==> src/rtl/prog_loader.sv <==
// UART program loader: receives an 0xA5-framed, checksummed program over rx
// and writes it as 16-bit words into the CPU instruction RAM.
module prog_loader #(
    parameter int CLKS_PER_BIT = 234,
    parameter int TIMEOUT_BITS = 20
) (
    input  logic        clk,
    input  logic        rst_n,
    input  logic        rx,
    input  logic        boot_mode,
    output logic        mem_we,
    output logic [10:0] mem_addr,
    output logic [15:0] mem_wdata,
    output logic        busy,
    output logic        done,
    output logic        err
);
    localparam int HALF = CLKS_PER_BIT / 2;
    localparam int TMO  = TIMEOUT_BITS * CLKS_PER_BIT;
    localparam int CW   = $clog2(CLKS_PER_BIT + 1);
    localparam int TW   = $clog2(TMO + 1);

    typedef enum logic [1:0] {RX_IDLE, RX_START, RX_DATA, RX_STOP} rx_state_t;
    typedef enum logic [2:0] {F_IDLE, F_LEN, F_LO, F_HI, F_CSUM} f_state_t;

    rx_state_t       rx_state;
    logic            rx_s1, rx_s2, rx_d;
    logic [CW-1:0]   clk_cnt;
    logic [2:0]      bit_idx;
    logic [7:0]      rx_byte;
    logic            byte_valid, frame_err;

    f_state_t        f_state;
    logic [7:0]      sum, lo;
    logic [8:0]      words_left;
    logic [10:0]     addr_next;
    logic [TW-1:0]   tmo_cnt;

    // Byte receiver; rx_d gives the previous synchronized level for start-edge detection.
    always_ff @(posedge clk or negedge rst_n) begin
        if (!rst_n) begin
            rx_s1      <= 1'b1;
            rx_s2      <= 1'b1;
            rx_d       <= 1'b1;
            rx_state   <= RX_IDLE;
            clk_cnt    <= '0;
            bit_idx    <= '0;
            rx_byte    <= '0;
            byte_valid <= 1'b0;
            frame_err  <= 1'b0;
        end else begin
            rx_s1      <= rx;
            rx_s2      <= rx_s1;
            rx_d       <= rx_s2;
            byte_valid <= 1'b0;
            frame_err  <= 1'b0;
            if (!boot_mode) begin
                rx_state <= RX_IDLE;
            end else begin
                case (rx_state)
                    RX_IDLE: begin
                        if (rx_d && !rx_s2) begin
                            rx_state <= RX_START;
                            clk_cnt  <= '0;
                        end
                    end
                    RX_START: begin
                        if (clk_cnt == CW'(HALF - 1)) begin
                            clk_cnt  <= '0;
                            bit_idx  <= '0;
                            rx_state <= rx_s2 ? RX_IDLE : RX_DATA;
                        end else begin
                            clk_cnt <= clk_cnt + 1'b1;
                        end
                    end
                    RX_DATA: begin
                        if (clk_cnt == CW'(CLKS_PER_BIT - 1)) begin
                            clk_cnt <= '0;
                            rx_byte <= {rx_s2, rx_byte[7:1]};
                            bit_idx <= bit_idx + 1'b1;
                            if (bit_idx == 3'd7) rx_state <= RX_STOP;
                        end else begin
                            clk_cnt <= clk_cnt + 1'b1;
                        end
                    end
                    RX_STOP: begin
                        if (clk_cnt == CW'(CLKS_PER_BIT - 1)) begin
                            clk_cnt    <= '0;
                            byte_valid <= rx_s2;
                            frame_err  <= !rx_s2;
                            rx_state   <= RX_IDLE;
                        end else begin
                            clk_cnt <= clk_cnt + 1'b1;
                        end
                    end
                    default: rx_state <= RX_IDLE;
                endcase
            end
        end
    end

    // Frame FSM; priority: boot_mode off, framing error, byte strobe, then timeout.
    always_ff @(posedge clk or negedge rst_n) begin
        if (!rst_n) begin
            f_state    <= F_IDLE;
            mem_we     <= 1'b0;
            mem_addr   <= '0;
            mem_wdata  <= '0;
            busy       <= 1'b0;
            done       <= 1'b0;
            err        <= 1'b0;
            sum        <= '0;
            lo         <= '0;
            words_left <= '0;
            addr_next  <= '0;
            tmo_cnt    <= '0;
        end else begin
            mem_we <= 1'b0;
            if (!boot_mode) begin
                f_state <= F_IDLE;
                busy    <= 1'b0;
                tmo_cnt <= '0;
            end else if (frame_err && f_state != F_IDLE) begin
                f_state <= F_IDLE;
                busy    <= 1'b0;
                err     <= 1'b1;
            end else if (byte_valid) begin
                tmo_cnt <= '0;
                case (f_state)
                    F_IDLE: begin
                        if (rx_byte == 8'hA5) begin
                            f_state   <= F_LEN;
                            busy      <= 1'b1;
                            done      <= 1'b0;
                            err       <= 1'b0;
                            sum       <= '0;
                            addr_next <= '0;
                        end
                    end
                    F_LEN: begin
                        words_left <= (rx_byte == 8'h00) ? 9'd256 : {1'b0, rx_byte};
                        sum        <= rx_byte;
                        f_state    <= F_LO;
                    end
                    F_LO: begin
                        lo      <= rx_byte;
                        sum     <= sum + rx_byte;
                        f_state <= F_HI;
                    end
                    F_HI: begin
                        sum        <= sum + rx_byte;
                        mem_we     <= 1'b1;
                        mem_addr   <= addr_next;
                        mem_wdata  <= {rx_byte, lo};
                        addr_next  <= addr_next + 11'd2;
                        words_left <= words_left - 1'b1;
                        f_state    <= (words_left == 9'd1) ? F_CSUM : F_LO;
                    end
                    F_CSUM: begin
                        if (8'(sum + rx_byte) == 8'h00) done <= 1'b1;
                        else                            err  <= 1'b1;
                        busy    <= 1'b0;
                        f_state <= F_IDLE;
                    end
                    default: f_state <= F_IDLE;
                endcase
            end else if (f_state != F_IDLE) begin
                if (tmo_cnt == TW'(TMO - 1)) begin
                    f_state <= F_IDLE;
                    busy    <= 1'b0;
                    err     <= 1'b1;
                    tmo_cnt <= '0;
                end else begin
                    tmo_cnt <= tmo_cnt + 1'b1;
                end
            end
        end
    end
endmodule
==> config.mk <==
export PLATFORM = sky130hd
export DESIGN_NAME = prog_loader
export DESIGN_NICKNAME = d
export VERILOG_FILES = /design/src/rtl/prog_loader.sv
export SDC_FILE = /design/constraint.sdc
export NUM_CORES = 1
export LEC_CHECK = 0
export ABC_AREA = 1
export CORE_MARGIN = 2
export CORE_UTILIZATION = 60
export DETAILED_ROUTE_END_ITERATION = 6
export GPL_ROUTABILITY_DRIVEN = 0
export PLACE_DENSITY = 0.88
export SLEW_MARGIN = 20
export SYNTH_ARGS = -nofsm -noshare
export SYNTH_HDL_FRONTEND = slang
export SYNTH_SLANG_ARGS = --single-unit
==> constraint.sdc <==
create_clock -name clk -period 2.89 [get_ports clk]
set_clock_uncertainty 0.2 [all_clocks]
set_input_delay 0.578 -clock clk [delete_from_list [all_inputs] [get_ports clk]]
set_output_delay 0.578 -clock clk [all_outputs]
set_load 0.05 [all_outputs]
==> results of run 1 <==
[path summary, 6_finish.rpt]
path,startpoint,to,cells after the start
max in group asynchronous,rst_n,rx_byte[4]$_DFFE_PN0P_,2
setup / recovery,rx_byte[0]$_DFFE_PN0P_,err$_DFFE_PN0P_,14
min in group clk,rx_s1$_DFF_PN1_,rx_s2$_DFF_PN1_,0
setup reg to reg,rx_byte[0]$_DFFE_PN0P_,err$_DFFE_PN0P_,14
hold / removal,rst_n,lo[2]$_DFFE_PN0P_,1
hold reg to reg,rx_s1$_DFF_PN1_,rx_s2$_DFF_PN1_,0
[cell families (layout without fill, tap and decap cells)]
family / after synthesis / after routing / synth area share
adder cells (fa/ha/maj): 17 / 17 / 0.03922
other: 1 / 1 / 0.0006680
flip-flops: 107 / 107 / 0.4776
AND/OR/NAND/NOR: 336 / 336 / 0.2610
buffers and inverters: 108 / 153 / 0.07733
AO/OA/AOI/OAI: 120 / 120 / 0.1255
XOR/XNOR: 12 / 12 / 0.01872
[worst reg2reg max path: cells and delay by family (launching register included)]
kind	cells	cell delay, ns
adders and majority gates	2	0.67
and+or+nand+nor	12	1.10
DFF	1	0.43
[metal layers]
metal  global-route usage  part of all wire  vias up  wire, µm
met3              0.03883             0.067       36       836
li1                     -                 -     2348         -
met4               0.1106             0.023        0       292
met5                    0                 0        -         0
met1               0.3404              0.42     2280      5232
met2               0.4595              0.49      220      6076
[layout make-up]
class / instances / area [µm²]
clock buffers: 9 / 123.9
clock inverters: 7 / 82.58
fillers: 697 / 2855
inverters: 94 / 356.6
multi-input cells: 486 / 2499
flip-flops and latches: 107 / 2681
well taps: 111 / 138.9
repair buffers: 43 / 415.4
[power by group]
part           switching [mW]  internal (mW)
sequential             0.0311           1.53
combinational           0.162         0.0719
clock                   0.542          0.416
total                   0.736           2.02
[stage by stage]
step / worst slack (ns) / util / area, µm² / hold WS, ns
floorplan: 0.7777 / - / 5614 / 0.08241
global placement: 0.2454 / 0.6655 / 6091 / 0.1469
detailed placement: 0.1204 / 0.6655 / 6091 / 0.1500
CTS: 0.4236 / 0.6880 / 6297 / 0.03842
global route: 0.1586 / 0.6880 / 6297 / 0.06049
finish: 0.4060 / 0.6880 / 6297 / 0.01960
[sequential cells by signal (all words and copies together), names as in the netlist, 2 cells and up]
register    count
mem_addr       10
clk_cnt         8
sum             8
words_left      9
tmo_cnt        13
bit_idx         3
mem_wdata      16
addr_next      10
lo              8
rx_byte         8
f_state         3
rx_state        2
[cells in the final DEF, fill, tap and decap left out, types with 2 or more instances in the layout]
cell / instances
o31ai_2: 4
nor4_1: 6
nor3_1: 14
o21ai_0: 62
inv_1: 86
and3_1: 2
nand2_2: 4
nor2_1: 55
inv_2: 6
clkinv_2: 2
o211ai_1: 3
ha_1: 16
nand2_1: 188
inv_8: 2
nand4_1: 9
nor2_2: 5
nand2_4: 4
nand3_1: 43
o22ai_1: 9
a21oi_1: 30
dfstp_2: 3
xor2_1: 11
clkbuf_8: 9
dfrtp_1: 104
nor2_4: 3
clkdlybuf4s50_1: 32
buf_4: 10
a31oi_1: 2
==> flow_metrics.tcl, run 1 <==
set metrics [dict create \
    antenna_found_initial 0 \
    final_layout_size_suffix_gt1_frac 0.08713 \
    start_util 0.6134 \
    period_needed_ns 2.484 \
    post-route-drc-count 0 \
    fp-row-count 35 \
    netlist_instances 701 \
    ctsHoldBuffers 0 \
    syn_nets 722 \
    cpMostUsedCell "nand2_1" \
    path_buf_inv 0 \
    drt_pass1_iterations 6 \
    ys_seq_area_frac 0.4776 \
    cts_buffers 9 \
    p_total_mw 2.755 \
    maxSlewHeadroom 0.5623 \
    die_area_um2 10150 \
    gr-total-overflow 0 \
    drt.antenna.violating_nets 0 \
    worst_pin_slew_ns 0.6566 \
    cap_violations 0 \
    place_inst 841 \
    routedWlPerCell_um 14.51 \
    fin_setup_tns_ns 0 \
    clkTransAtPathRegs_ns 0.11 \
    cts-root-buf "clkbuf_8" \
    critical_path_class "reg2reg" \
    vias 4884 \
    required_ns 2.97 \
    grt_pass1_vias 4891 \
    ctsResizeCount 0 \
    grt_max_degree 52 \
    dp_hpwl_um 9172 \
    grt_pass1_wl_um 21590 \
    netlist_area_um2 5614 \
    tritoncts "yes" \
    hold_path.class "in2async" \
    nets 762 \
    finalCritPeriodShare 0.8595 \
    die_width_um 100.7 \
    crit_fanout 4 \
    critPathCaptureType "register" \
    post-cts-setup-buffer-count 0 \
    synth.distinct_cells 45 \
    regToRegSetupSlack_ns 0.41 \
    synth_ff_type "dfrtp_1" \
    vias_per_cell 5.699 \
    slew_violations 0 \
    yosys.area.top_type_share 0.4636 \
    crit_chain "ha_1, fa_1, nand2_1, nand2_1, nand3_1, nand2_1, nand2_1, nand2_1, nor2_1, nand3_1, nand2_1, nand2_1, nand3_1, nand2_1" \
    wirelength_um 12440 \
    ir_drop_mv 0.4450 \
    antenna-diode-count 0 \
    yosys_register_bits 107 \
    cp.arrival_ns 2.57 \
    syn_area_per_cell_um2 8.009 \
    synth_warnings 0 \
    drtIter0Drc 399 \
    coreArea_um2 9153 \
    clk_path_buf_depth 2 \
    synth_area_leader_cell "dfrtp_1" \
    die_h_um 100.7 \
    grtUsageTotal 0.2678 \
    asyncSetResetFlopFracSynth 1.000 \
    critPathSlowestCell "dfrtp_1" \
    finalSetupViolCount 0 \
    io_buffer_count 33 \
    syn_to_final_growth_pct 12.17 \
    p_per_area_nw_per_um2 437.6 \
    fmax_mhz 402.6 \
    outcome "finished clean" \
    clock-sinks 107 \
    cpPeakStageDelay_ns 0.43 \
    io_pins 35 \
    cp-start-kind "register" \
    synth_area_leaders "dfrtp_1, nand2_1, inv_1, o21ai_0, nand3_1" \
    yosysMostFrequentCell "nand2_1" \
    final_cells 857 \
    htreeDepth 3 \
    p_leak_nw 3.047 \
    hold_viol_final 0 \
    synth_edf_count 0 \
    synth_common_cells "nand2_1, dfrtp_1, inv_1, o21ai_0, nor2_1" \
    critical-path-top-delay-family "simple AND/OR/NAND/NOR gates" \
    rsz0062_at_grt "no" \
    insertion_delay_ns 0.38 \
]
No activity file was read; power rests on OpenSTA's default activity.
==> inputs of run 2 (changes only) <==
--- a/config.mk
+++ b/config.mk
@@ -6,6 +6,7 @@
 export NUM_CORES = 1
 export LEC_CHECK = 0
 export ABC_AREA = 1
+export CAP_MARGIN = 25
 export CORE_MARGIN = 2
 export CORE_UTILIZATION = 60
 export DETAILED_ROUTE_END_ITERATION = 6
==> results of run 2 <==
Same layout as run 1: the final DEF is identical, and so are final timing and power.
==> inputs of run 3 (changes only) <==
--- a/config.mk
+++ b/config.mk
@@ -7,11 +7,13 @@
 export LEC_CHECK = 0
 export ABC_AREA = 1
 export CAP_MARGIN = 25
+export CELL_PAD_IN_SITES_DETAIL_PLACEMENT = 0
+export CELL_PAD_IN_SITES_GLOBAL_PLACEMENT = 1
 export CORE_MARGIN = 2
-export CORE_UTILIZATION = 60
+export CORE_UTILIZATION = 45
 export DETAILED_ROUTE_END_ITERATION = 6
 export GPL_ROUTABILITY_DRIVEN = 0
-export PLACE_DENSITY = 0.88
+export PLACE_DENSITY = 0.87
 export SLEW_MARGIN = 20
 export SYNTH_ARGS = -nofsm -noshare
 export SYNTH_HDL_FRONTEND = slang
==> run 3 against run 2 <==
Compared with the run above: flip-flop and latch count unchanged; routed wire length fell by 2.6%; critical path type unchanged; sequential share of layout area shrank 1.5 points; cell count grew 7.1%; register-to-register slack improved by 0.08 ns; via count decreased by 5.0%; setup slack gained 0.076 ns; core utilization is 15 points lower; combinational power fell by 2%; first-iteration DRC count up 0.50%.
==> flow_metrics.tcl, run 3 (synthesis results as in run 1) <==
set metrics [dict create \
    wirelength_um 12120 \
    fp-row-count 40 \
    cpPeakStageDelay_ns 0.42 \
    io_buffer_count 33 \
    worst_pin_slew_ns 0.6193 \
    critical_path_class "reg2reg" \
    r2r-end "err$_DFFE_PN0P_" \
    grtUsageTotal 0.1957 \
    die_area_um2 13390 \
    p_per_area_nw_per_um2 474.1 \
    largest_register_ffs 16 \
    antenna-diode-count 0 \
    cts-root-buf "clkbuf_16" \
    grt_pass1_wl_um 20690 \
    gr-total-overflow 0 \
    gr-usage-met1 0.2717 \
    grt_pass1_vias 4273 \
    cpMostUsedCell "nand2_1" \
    cp-start-kind "register" \
    p_leak_nw 3.120 \
    reg_top3 "mem_wdata: 16 flops, tmo_cnt: 13 flops" \
    fmax_mhz 415.3 \
    fin_setup_tns_ns 0 \
    top_usage_layer "met2" \
    final_common_cell "nand2_1" \
    vias_per_cell 5.057 \
    cp.arrival_ns 2.46 \
    vias 4642 \
    reg2reg_depth 14 \
    hold_path.class "in2async" \
    p_comb_frac 0.074 \
    top_register "mem_wdata" \
    dp_hpwl_um 9043 \
    critPathLaunch "rx_byte[0]$_DFFE_PN0P_" \
    routedWlPerCell_um 13.20 \
    post-route-drc-count 0 \
    ctsHoldBuffers 0 \
    place_area_um2 6205 \
    clkTransAtPathRegs_ns 0.07 \
    final_cell_mix "nand2_1, dfrtp_1, inv_1, o21ai_0, nor2_1" \
    nets 766 \
    grt_max_degree 51 \
    drt_pass1_iterations 4 \
    slew_violations 0 \
    design_area_um2 6521 \
    tritoncts "yes" \
    outcome "finished clean" \
    hold_viol_final 0 \
    crit_fanout 4 \
    die_h_um 115.7 \
    required_ns 2.94 \
    finalCritPeriodShare 0.8331 \
    ir_drop_mv 0.3742 \
    cap_violations 0 \
    drtIter0Drc 401 \
    insertion_delay_ns 0.36 \
    cts_buffers 9 \
    final_cells 918 \
    endpoint "err$_DFFE_PN0P_" \
    critical-path-top-delay-family "simple AND/OR/NAND/NOR gates" \
    swShare 0.2454 \
    clock-sinks 107 \
    clk_path_buf_depth 2 \
    met2_usage 0.3131 \
    crit_cells 14 \
    coreArea_um2 12110 \
    post-cts-setup-buffer-count 0 \
    die_width_um 115.7 \
    p_clk_frac 0.421 \
    antenna_found_initial 0 \
    regToRegSetupSlack_ns 0.48 \
    io_pins 35 \
    hold_ws_ns 0.02533 \
    setup_slack_ns 0.4823 \
    syn_to_final_growth_pct 16.16 \
    rsz0062_at_grt "no" \
    ctsResizeCount 0 \
    grtUsageMet3 0.03713 \
    maxSlewHeadroom 0.5871 \
    p_seq_frac 0.505 \
    critPathCaptureType "register" \
    start_util 0.4635 \
    final_layout_size_suffix_gt1_frac 0.09200 \
    p_sw_uw 758.8 \
    place_inst 902 \
    path_buf_inv 0 \
    place_ws_ns 0.3403 \
    period_needed_ns 2.408 \
    finalSetupViolCount 0 \
    htreeDepth 3 \
    intPower_mw 2.333 \
    critPathSlowestCell "fa_1" \
    crit_chain "ha_1, fa_1, nand2_1, nand2_1, nand2_1, nand2_1, nand2_1, nand3_1, nor2_1, nand3_1, nand2_1, nand2_1, nand3_1, nand2_1" \
    worstReg2RegStart "rx_byte[0]$_DFFE_PN0P_" \
    drt.antenna.violating_nets 0 \
]
[run 3: cell types whose count changed in the layout (fill, tap and decap cells not counted), sizes merged]
cell / change
buf: +4
clkinv: -2
clkbuf: +2
[run 3: power by group through the flow]
stage	sequential, mW	clock [mW]	combinational (mW)
3_5_place_dp	1.59	0	0.232
5_1_grt	1.57	1.39	0.273
6_report	1.56	1.30	0.229
2_1_floorplan	1.59	0	0.153
3_3_place_gp	1.59	0	0.230
4_1_cts	1.56	1.34	0.233
[run 3: stage by stage]
stage          total power, mW  utilization
2_1_floorplan            1.738            -
3_3_place_gp             1.819       0.5123
3_5_place_dp             1.823       0.5123
4_1_cts                  3.131       0.5384
5_1_grt                  3.225       0.5384
6_report                 3.092       0.5384
[run 3: worst reg2reg max path, cell delays in order (launching register included)]
cell and delay, ns:
dfrtp_1 0.41, ha_1 0.24, fa_1 0.42, nand2_1 0.08
nand2_1 0.08, nand2_1 0.07, nand2_1 0.04, nand2_1 0.09
nand3_1 0.10, nor2_1 0.17, nand3_1 0.11, nand2_1 0.09
nand2_1 0.07, nand3_1 0.07, nand2_1 0.05
[run 3: routing by layer]
layer	vias up	wire, µm
met4	0	157
met5	-	0
met2	71	5703
met3	9	354
met1	2199	5901
li1	2363	-
[run 3: final cells by class]
cell class / count / area (µm²)
fillers: 1159 / 5590
well taps: 168 / 210.2
inverters: 94 / 356.6
clock buffers: 11 / 252.7
multi-input cells: 486 / 2499
flip-flops and latches: 107 / 2681
repair buffers: 47 / 457.9
clock inverters: 5 / 63.81
[run 3: how the worst min path moves through the flow]
stage               depth (start not counted)  slack [ns]            start                   endpoint
CTS                                         1        0.05            rst_n    tmo_cnt[10]$_DFFE_PN0P_
global placement                            0        0.15  rx_s1$_DFF_PN1_            rx_s2$_DFF_PN1_
global route                                1        0.09            rst_n     tmo_cnt[7]$_DFFE_PN0P_
floorplan                                   0        0.08            rst_n  addr_next[10]$_DFFE_PN0P_
finish                                      1        0.03            rst_n    tmo_cnt[10]$_DFFE_PN0P_
detailed placement                          0        0.15  rx_s1$_DFF_PN1_            rx_s2$_DFF_PN1_
